--- src/rtl/dmem_ctrl_if.sv ---
// Bus bundle between the two requesters, the data memory and dmem_ctrl.
// The slave modport is the controller's view; master is the requesters/memory side.
interface dmem_ctrl_if #(
    parameter int XLEN = 32
);
    logic              r0_valid;
    logic              r0_ready;
    logic              r0_we;
    logic [XLEN-1:0]   r0_addr;
    logic [XLEN-1:0]   r0_wdata;
    logic [XLEN/8-1:0] r0_be;
    logic              r0_rsp_valid;

    logic              r1_valid;
    logic              r1_ready;
    logic              r1_we;
    logic [XLEN-1:0]   r1_addr;
    logic [XLEN-1:0]   r1_wdata;
    logic [XLEN/8-1:0] r1_be;
    logic              r1_rsp_valid;

    logic [XLEN-1:0]   rsp_rdata;
    logic              rsp_err;

    logic [XLEN-1:0]   mem_addr;
    logic [XLEN-1:0]   mem_write_data;
    logic [XLEN-1:0]   mem_read_data;
    logic              mem_en;
    logic              write_en;

    modport slave (
        input  r0_valid, r0_we, r0_addr, r0_wdata, r0_be,
        output r0_ready, r0_rsp_valid,
        input  r1_valid, r1_we, r1_addr, r1_wdata, r1_be,
        output r1_ready, r1_rsp_valid,
        output rsp_rdata, rsp_err,
        output mem_addr, mem_write_data, mem_en, write_en,
        input  mem_read_data
    );

    modport master (
        output r0_valid, r0_we, r0_addr, r0_wdata, r0_be,
        input  r0_ready, r0_rsp_valid,
        output r1_valid, r1_we, r1_addr, r1_wdata, r1_be,
        input  r1_ready, r1_rsp_valid,
        input  rsp_rdata, rsp_err,
        input  mem_addr, mem_write_data, mem_en, write_en,
        output mem_read_data
    );
endinterface

--- src/rtl/dmem_ctrl.sv ---
// Round-robin arbiter and access sequencer for the single-port data memory;
// partial stores become read-modify-write because the memory writes whole words only.
module dmem_ctrl #(
    parameter int XLEN  = 32,
    parameter int DEPTH = 2048
) (
    input  logic        clk,
    input  logic        rst,
    dmem_ctrl_if.slave  bus
);
    localparam int BW = XLEN / 8;

    typedef enum logic [2:0] {IDLE, RD, WR, RMW_RD, RMW_WR, RESP} state_t;

    state_t            state;
    state_t            next_state;
    logic              grant0;
    logic              grant1;
    logic              req_we;
    logic [XLEN-1:0]   req_addr;
    logic [XLEN-1:0]   req_wdata;
    logic [BW-1:0]     req_be;
    logic              addr_err;
    logic              last_grant;
    logic              lat_id;
    logic [XLEN-1:0]   lat_addr;
    logic [XLEN-1:0]   lat_wdata;
    logic [BW-1:0]     lat_be;
    logic [XLEN-1:0]   merged;
    logic [XLEN-1:0]   rsp_rdata_q;
    logic              rsp_err_q;

    // last_grant=1 means r1 was served last, so r0 wins the next tie.
    always_comb begin
        grant0 = 1'b0;
        grant1 = 1'b0;
        if (state == IDLE && !rst) begin
            if (bus.r0_valid && bus.r1_valid) begin
                grant0 = last_grant;
                grant1 = !last_grant;
            end else begin
                grant0 = bus.r0_valid;
                grant1 = bus.r1_valid;
            end
        end
    end

    always_comb begin
        req_we    = grant1 ? bus.r1_we    : bus.r0_we;
        req_addr  = grant1 ? bus.r1_addr  : bus.r0_addr;
        req_wdata = grant1 ? bus.r1_wdata : bus.r0_wdata;
        req_be    = grant1 ? bus.r1_be    : bus.r0_be;
        addr_err  = (req_addr >= XLEN'(DEPTH));
    end

    always_comb begin
        next_state = state;
        case (state)
            IDLE: begin
                if (grant0 || grant1) begin
                    if (addr_err)              next_state = RESP;
                    else if (!req_we)          next_state = RD;
                    else if (&req_be)          next_state = WR;
                    else if (req_be == '0)     next_state = RESP;
                    else                       next_state = RMW_RD;
                end
            end
            RD, WR, RMW_WR: next_state = RESP;
            RMW_RD:         next_state = RMW_WR;
            RESP:           next_state = IDLE;
            default:        next_state = IDLE;
        endcase
    end

    always_ff @(posedge clk) begin
        if (rst) state <= IDLE;
        else     state <= next_state;
    end

    always_comb begin
        merged = '0;
        for (int i = 0; i < BW; i++) begin
            merged[8*i +: 8] = lat_be[i] ? lat_wdata[8*i +: 8] : bus.mem_read_data[8*i +: 8];
        end
    end

    // The merged word replaces the latched store data so RMW_WR can reuse the WR path.
    always_ff @(posedge clk) begin
        if (rst) begin
            last_grant  <= 1'b1;
            lat_id      <= 1'b0;
            lat_addr    <= '0;
            lat_wdata   <= '0;
            lat_be      <= '0;
            rsp_rdata_q <= '0;
            rsp_err_q   <= 1'b0;
        end else begin
            if (grant0 || grant1) begin
                last_grant <= grant1;
                lat_id     <= grant1;
                lat_addr   <= req_addr;
                lat_wdata  <= req_wdata;
                lat_be     <= req_be;
            end
            if (state == RMW_RD) lat_wdata <= merged;
            if (next_state == RESP) begin
                rsp_rdata_q <= (state == RD) ? bus.mem_read_data : '0;
                rsp_err_q   <= (state == IDLE) && addr_err;
            end
        end
    end

    always_comb begin
        bus.r0_ready       = grant0;
        bus.r1_ready       = grant1;
        bus.r0_rsp_valid   = (state == RESP) && !lat_id;
        bus.r1_rsp_valid   = (state == RESP) && lat_id;
        bus.rsp_rdata      = rsp_rdata_q;
        bus.rsp_err        = rsp_err_q;
        bus.mem_addr       = lat_addr;
        bus.mem_en         = (state == RD) || (state == WR) || (state == RMW_RD) || (state == RMW_WR);
        bus.write_en       = (state == WR) || (state == RMW_WR);
        bus.mem_write_data = bus.write_en ? lat_wdata : '0;
    end
endmodule

--- src/flat_wrapper.sv ---
// flat-port wrapper written by rule: the top's interface ports become plain ports
module dmem_ctrl_flat 
#(
    parameter int XLEN  = 32,
    parameter int DEPTH = 2048
)
  (clk, rst, bus_r0_valid, bus_r0_we, bus_r0_addr, bus_r0_wdata, bus_r0_be, bus_r0_ready, bus_r0_rsp_valid, bus_r1_valid, bus_r1_we, bus_r1_addr, bus_r1_wdata, bus_r1_be, bus_r1_ready, bus_r1_rsp_valid, bus_rsp_rdata, bus_rsp_err, bus_mem_addr, bus_mem_write_data, bus_mem_en, bus_write_en, bus_mem_read_data);
  dmem_ctrl_if #(.XLEN(XLEN)) bus_i ();
  input  logic clk;
  input  logic rst;
  input wire logic [$bits(bus_i.r0_valid)-1:0] bus_r0_valid;
  input wire logic [$bits(bus_i.r0_we)-1:0] bus_r0_we;
  input wire logic [$bits(bus_i.r0_addr)-1:0] bus_r0_addr;
  input wire logic [$bits(bus_i.r0_wdata)-1:0] bus_r0_wdata;
  input wire logic [$bits(bus_i.r0_be)-1:0] bus_r0_be;
  output wire logic [$bits(bus_i.r0_ready)-1:0] bus_r0_ready;
  output wire logic [$bits(bus_i.r0_rsp_valid)-1:0] bus_r0_rsp_valid;
  input wire logic [$bits(bus_i.r1_valid)-1:0] bus_r1_valid;
  input wire logic [$bits(bus_i.r1_we)-1:0] bus_r1_we;
  input wire logic [$bits(bus_i.r1_addr)-1:0] bus_r1_addr;
  input wire logic [$bits(bus_i.r1_wdata)-1:0] bus_r1_wdata;
  input wire logic [$bits(bus_i.r1_be)-1:0] bus_r1_be;
  output wire logic [$bits(bus_i.r1_ready)-1:0] bus_r1_ready;
  output wire logic [$bits(bus_i.r1_rsp_valid)-1:0] bus_r1_rsp_valid;
  output wire logic [$bits(bus_i.rsp_rdata)-1:0] bus_rsp_rdata;
  output wire logic [$bits(bus_i.rsp_err)-1:0] bus_rsp_err;
  output wire logic [$bits(bus_i.mem_addr)-1:0] bus_mem_addr;
  output wire logic [$bits(bus_i.mem_write_data)-1:0] bus_mem_write_data;
  output wire logic [$bits(bus_i.mem_en)-1:0] bus_mem_en;
  output wire logic [$bits(bus_i.write_en)-1:0] bus_write_en;
  input wire logic [$bits(bus_i.mem_read_data)-1:0] bus_mem_read_data;
  assign bus_i.r0_valid = bus_r0_valid;
  assign bus_i.r0_we = bus_r0_we;
  assign bus_i.r0_addr = bus_r0_addr;
  assign bus_i.r0_wdata = bus_r0_wdata;
  assign bus_i.r0_be = bus_r0_be;
  assign bus_r0_ready = bus_i.r0_ready;
  assign bus_r0_rsp_valid = bus_i.r0_rsp_valid;
  assign bus_i.r1_valid = bus_r1_valid;
  assign bus_i.r1_we = bus_r1_we;
  assign bus_i.r1_addr = bus_r1_addr;
  assign bus_i.r1_wdata = bus_r1_wdata;
  assign bus_i.r1_be = bus_r1_be;
  assign bus_r1_ready = bus_i.r1_ready;
  assign bus_r1_rsp_valid = bus_i.r1_rsp_valid;
  assign bus_rsp_rdata = bus_i.rsp_rdata;
  assign bus_rsp_err = bus_i.rsp_err;
  assign bus_mem_addr = bus_i.mem_addr;
  assign bus_mem_write_data = bus_i.mem_write_data;
  assign bus_mem_en = bus_i.mem_en;
  assign bus_write_en = bus_i.write_en;
  assign bus_i.mem_read_data = bus_mem_read_data;
  dmem_ctrl #(.XLEN(XLEN), .DEPTH(DEPTH)) u_core (.clk(clk), .rst(rst), .bus(bus_i));
endmodule
--- config.mk ---
export PLATFORM = sky130hd
export DESIGN_NAME = dmem_ctrl_flat
export DESIGN_NICKNAME = d
export VERILOG_FILES = /design/src/rtl/dmem_ctrl_if.sv /design/src/rtl/dmem_ctrl.sv /design/src/flat_wrapper.sv
export SDC_FILE = /design/constraint.sdc
export NUM_CORES = 1
export LEC_CHECK = 0
export ABC_AREA = 1
export ABC_CLOCK_PERIOD_IN_PS = 3800
export BUFFER_PORTS_ARGS = -buffer_cell sky130_fd_sc_hd__buf_2
export CELL_PAD_IN_SITES_DETAIL_PLACEMENT = 2
export CELL_PAD_IN_SITES_GLOBAL_PLACEMENT = 2
export CORE_ASPECT_RATIO = 1.25
export CORE_MARGIN = 10
export CORE_UTILIZATION = 25
export DETAILED_ROUTE_END_ITERATION = 8
export MAX_ROUTING_LAYER = met4
export PLACE_DENSITY_LB_ADDON = 0.1
export SYNTH_ARGS = -nofsm -noshare
export SYNTH_HDL_FRONTEND = slang
export SYNTH_SLANG_ARGS = --single-unit
--- constraint.sdc ---
create_clock -name clk -period 3.8 [get_ports clk]
set_input_delay 0.38 -clock clk [delete_from_list [all_inputs] [get_ports clk]]
set_output_delay 0.38 -clock clk [all_outputs]
set_load 0.02 [all_outputs]
==> summary.txt <==
Run status
  • Status: finished, final reports clean

STA
  • Setup TNS: 0 ps
  • Min Clock Period, post-route: 3020 ps
  • Fin. max-slew vios: 0
  • RSZ-0062 raised after global routing: false
  • F_max: 331 MHz
  • Tcrit/Tclk final: 79.4%
  • Final hold viol count: 0
  • Clk_skew: 11.5 ps
  • Worst Setup Slack, final: 783 ps
  • Worst slew pin tran: between 1000 and 1500 ps
  • Max-slew headroom at the worst pin: 27.8%
  • Setup violations, final: 0

Route
  • Average wire per standard cell: between 15 and 20 µm
  • Avg Vias per Cell: 4.71
  • ANT nets after route: 0
  • Final WL: 26200 µm
  • Count of TritonRoute iterations in the first routing pass: 4
  • DR iter-0 viols: 196
  • DR vias: 6590
  • DRC violations left: 0

Global routing
  • Global-route wire length before repair: 40800 µm
  • Initial antenna violation count: 6
  • Total GRT Usage: 17.9%
  • Total gr overflow: 0
  • Largest net degree at the start of global routing: 68
  • Vias in the first global route: 7214

Setup path
  • R2R Path End: u_core.bus.rsp_rdata[9]$_SDFFE_PP0N_
  • Critical path required time: 4090 ps
  • Reg-to-reg startpoint: u_core.state[0]$_SDFF_PP0_
  • Critical path class: flip-flop to flip-flop
  • CP Capture Type: flip-flop
  • Worst path arrival time: ~3300 ps
  • Max Fanout on Critical Path: 40
  • Setup crit start kind: flip-flop
  • Reg2reg setup slack: 780 ps
  • Worst Reg-to-Reg Cells: 17

Clocking
  • Clock Latency Late Sink: 360 ps
  • CTS H-tree depth: 3
  • Hold Buf Count CTS: 0
  • TritonCTS clock tree: built
  • Clock sink total: 106
  • Deepest clock path buffer count: 2
  • Setup bufs post-CTS: 0
  • Root buffer cell: clkbuf_16
  • Clk pin slew, worst setup/hold paths: 70 ps
  • PostCTS Resize Cnt: 0
  • Num CTS Buffers: 9

Floorplan
  • Top-level I/O count: approximately 280
  • Core Region: 22400 µm²
  • Cell Rows: 61
  • Die height: 189 µm
  • Die area: between 20000 and 30000 µm²
  • Initial core utilization: 25.5%
  • Die width: 155 µm

Place
  • Dpl cells: ~1.4k
  • GP Congestion: 0.794
  • Hpwl dp: approximately 21000 µm
  • DP Worst Slack: 698 ps
  • Port-buffer cells: 276
  • Placement Cell Area: 7290 µm²

Final layout
  • Layout net count: 1278
  • Area grow syn2layout: 33.1%
  • Share of layout cells above drive strength 1: a little under a third
  • Most frequent cells in the layout: buf_2, nand2_1, nor2_1
  • Commonest non-fill, non-tap cell in the layout: buf_2
  • Fillers: 2814
  • Final design utilization: 33.9%
  • Finished Cell Area: 7590 µm²
  • Register area: between 2000 and 2500 µm²
  • Multi-input logic area: 2880 µm²
  • Fin cells: 1400

Power
  • VDD IR max: between 0.2 and 0.25 mV
  • Sequential share of power: 35.8%
  • Clk pwr share: 22.0%
  • Int Power: 2.41 mW
  • P_leak: 3.85 nW
  • Switching Share: between 40% and 50%
  • Comb pwr share: 42.2%
  • Psw: 1.82 mW
  • Power Density: 558 nW/µm²

Hold path
  • Worst Hold Launch: rst
  • WHS Endpoint: u_core.state[2]$_SDFF_PP0_
  • Min-Delay Path Class: primary input to flip-flop
  • Worst Hold Depth: 2

Logic synthesis
  • Count of cell types in the netlist: 29
  • Synthesized flop and latch total: approximately 110
  • Syn Area/Cell: 6.61 µm²
  • Number of synthesis warnings: 0
  • Syn nets: 1037
  • Post-Synthesis Cells: around 860
  • Synthesized area: 5700 µm²
  • Sequential area share after synthesis: 37.2%

Run
  • Max cap viols: 0
## logic make-up after synthesis
| kind of cell | synth area share [%] |
|---|---|
| AND/OR/NAND/NOR | 28.0 |
| flip-flops | 37.2 |
| AO/OA/AOI/OAI | 22.1 |
| buffers and inverters | 12.7 |
## sequential cells by signal, summed over array words and instances (netlist names)
signal                count
u_core.bus.mem_addr      32
u_core.bus.rsp_rdata     32
u_core.lat_wdata         32
u_core.lat_be             4
u_core.state              3
u_core.bus.rsp_err        1
u_core.last_grant         1
u_core.lat_id             1
## metrics by stage
step | total power [mW] | hold slack (ps)
3_3_place_gp | 3.33 | 456
4_1_cts | 4.33 | 235
3_5_place_dp | 3.37 | 463
5_1_grt | 4.58 | 252
6_report | 4.23 | 254
2_1_floorplan | 2.75 | 430
## final cells by class
class | instances | share of cell area, %
Antenna cell | 8 | 0.264
Clock buffer | 10 | 3.02
Clock inverter | 6 | 0.660
Inverter | 110 | 5.46
Multi-Input combinational cell | 586 | 37.9
Sequential cell | 106 | 28.0
Tap cell | 283 | 4.67
Timing Repair Buffer | 291 | 20.0
## worst max-delay path by stage
| stage | startpoint | slack [ps] | to |
|---|---|---|---|
| 2_1_floorplan | rst | 1570 | u_core.lat_wdata[30]$_SDFFE_PP0P_ |
| 3_5_place_dp | bus_r0_valid | 700 | u_core.bus.rsp_rdata[16]$_SDFFE_PP0N_ |
| 6_report | u_core.state[0]$_SDFF_PP0_ | 780 | u_core.bus.rsp_rdata[9]$_SDFFE_PP0N_ |
| 4_1_cts | u_core.state[2]$_SDFF_PP0_ | 720 | u_core.bus.rsp_rdata[9]$_SDFFE_PP0N_ |
| 5_1_grt | u_core.state[2]$_SDFF_PP0_ | 410 | u_core.bus.rsp_rdata[9]$_SDFFE_PP0N_ |
| 3_3_place_gp | bus_r0_valid | 790 | u_core.bus.rsp_rdata[17]$_SDFFE_PP0N_ |
## per-layer routing
metal  track usage (%)  wire [µm]  vias up
met5                 -          0        -
li1                  -          -     3280
met2              31.0      13400      159
met3              5.22       1670        7
met1              20.0      11000     3144
met4              3.42        176        0
## Yosys cell counts
master,count,area [µm²]
inv_1,107,402
buf_6,8,90.1
nor3_1,3,15.0
nor2_1,163,612
nand2_2,2,12.5
nand2_1,194,728
clkinv_1,1,3.75
nand3_4,1,17.5
o21bai_1,8,60.1
o31ai_1,1,7.51
nand2_4,1,11.3
o21ai_0,42,210
a21oi_2,21,184
a211oi_1,1,7.51
nor2_4,2,22.5
nand3b_1,1,7.51
inv_2,2,7.51
a21oi_1,23,115
o311ai_0,32,280
clkbuf_1,38,143
a31oi_1,23,144
nor2_2,2,12.5
nand3_1,32,160
dfxtp_1,106,2120
o21ai_1,2,10.0
buf_4,2,15.0
buf_2,10,50.1
buf_1,3,11.3
o211ai_1,32,240
## power groups by stage
stage / clock, mW / sequential (mW) / combinational (mW)
3_5_place_dp: 0 / 1.54 / 1.83
4_1_cts: 0.970 / 1.52 / 1.84
6_report: 0.929 / 1.52 / 1.79
3_3_place_gp: 0 / 1.54 / 1.79
2_1_floorplan: 0 / 1.73 / 1.02
5_1_grt: 1.01 / 1.55 / 2.01
## worst max-delay path, cell delays in order (launching register included)
cell and delay (ps):
dfxtp_1 360, nor2_4 200, nand3_4 200, nor2_4 190, buf_12 230, nand2_1 80, nand2_1 120, nand2_1 60
nor2_1 190, nand2_1 90, nor2_2 150, nand3_1 110, nand2_1 110, nand2_2 220, buf_4 320, nand3_1 120
nand2_1 60, nor2_1 120
(Power assumes the default switching activity.)
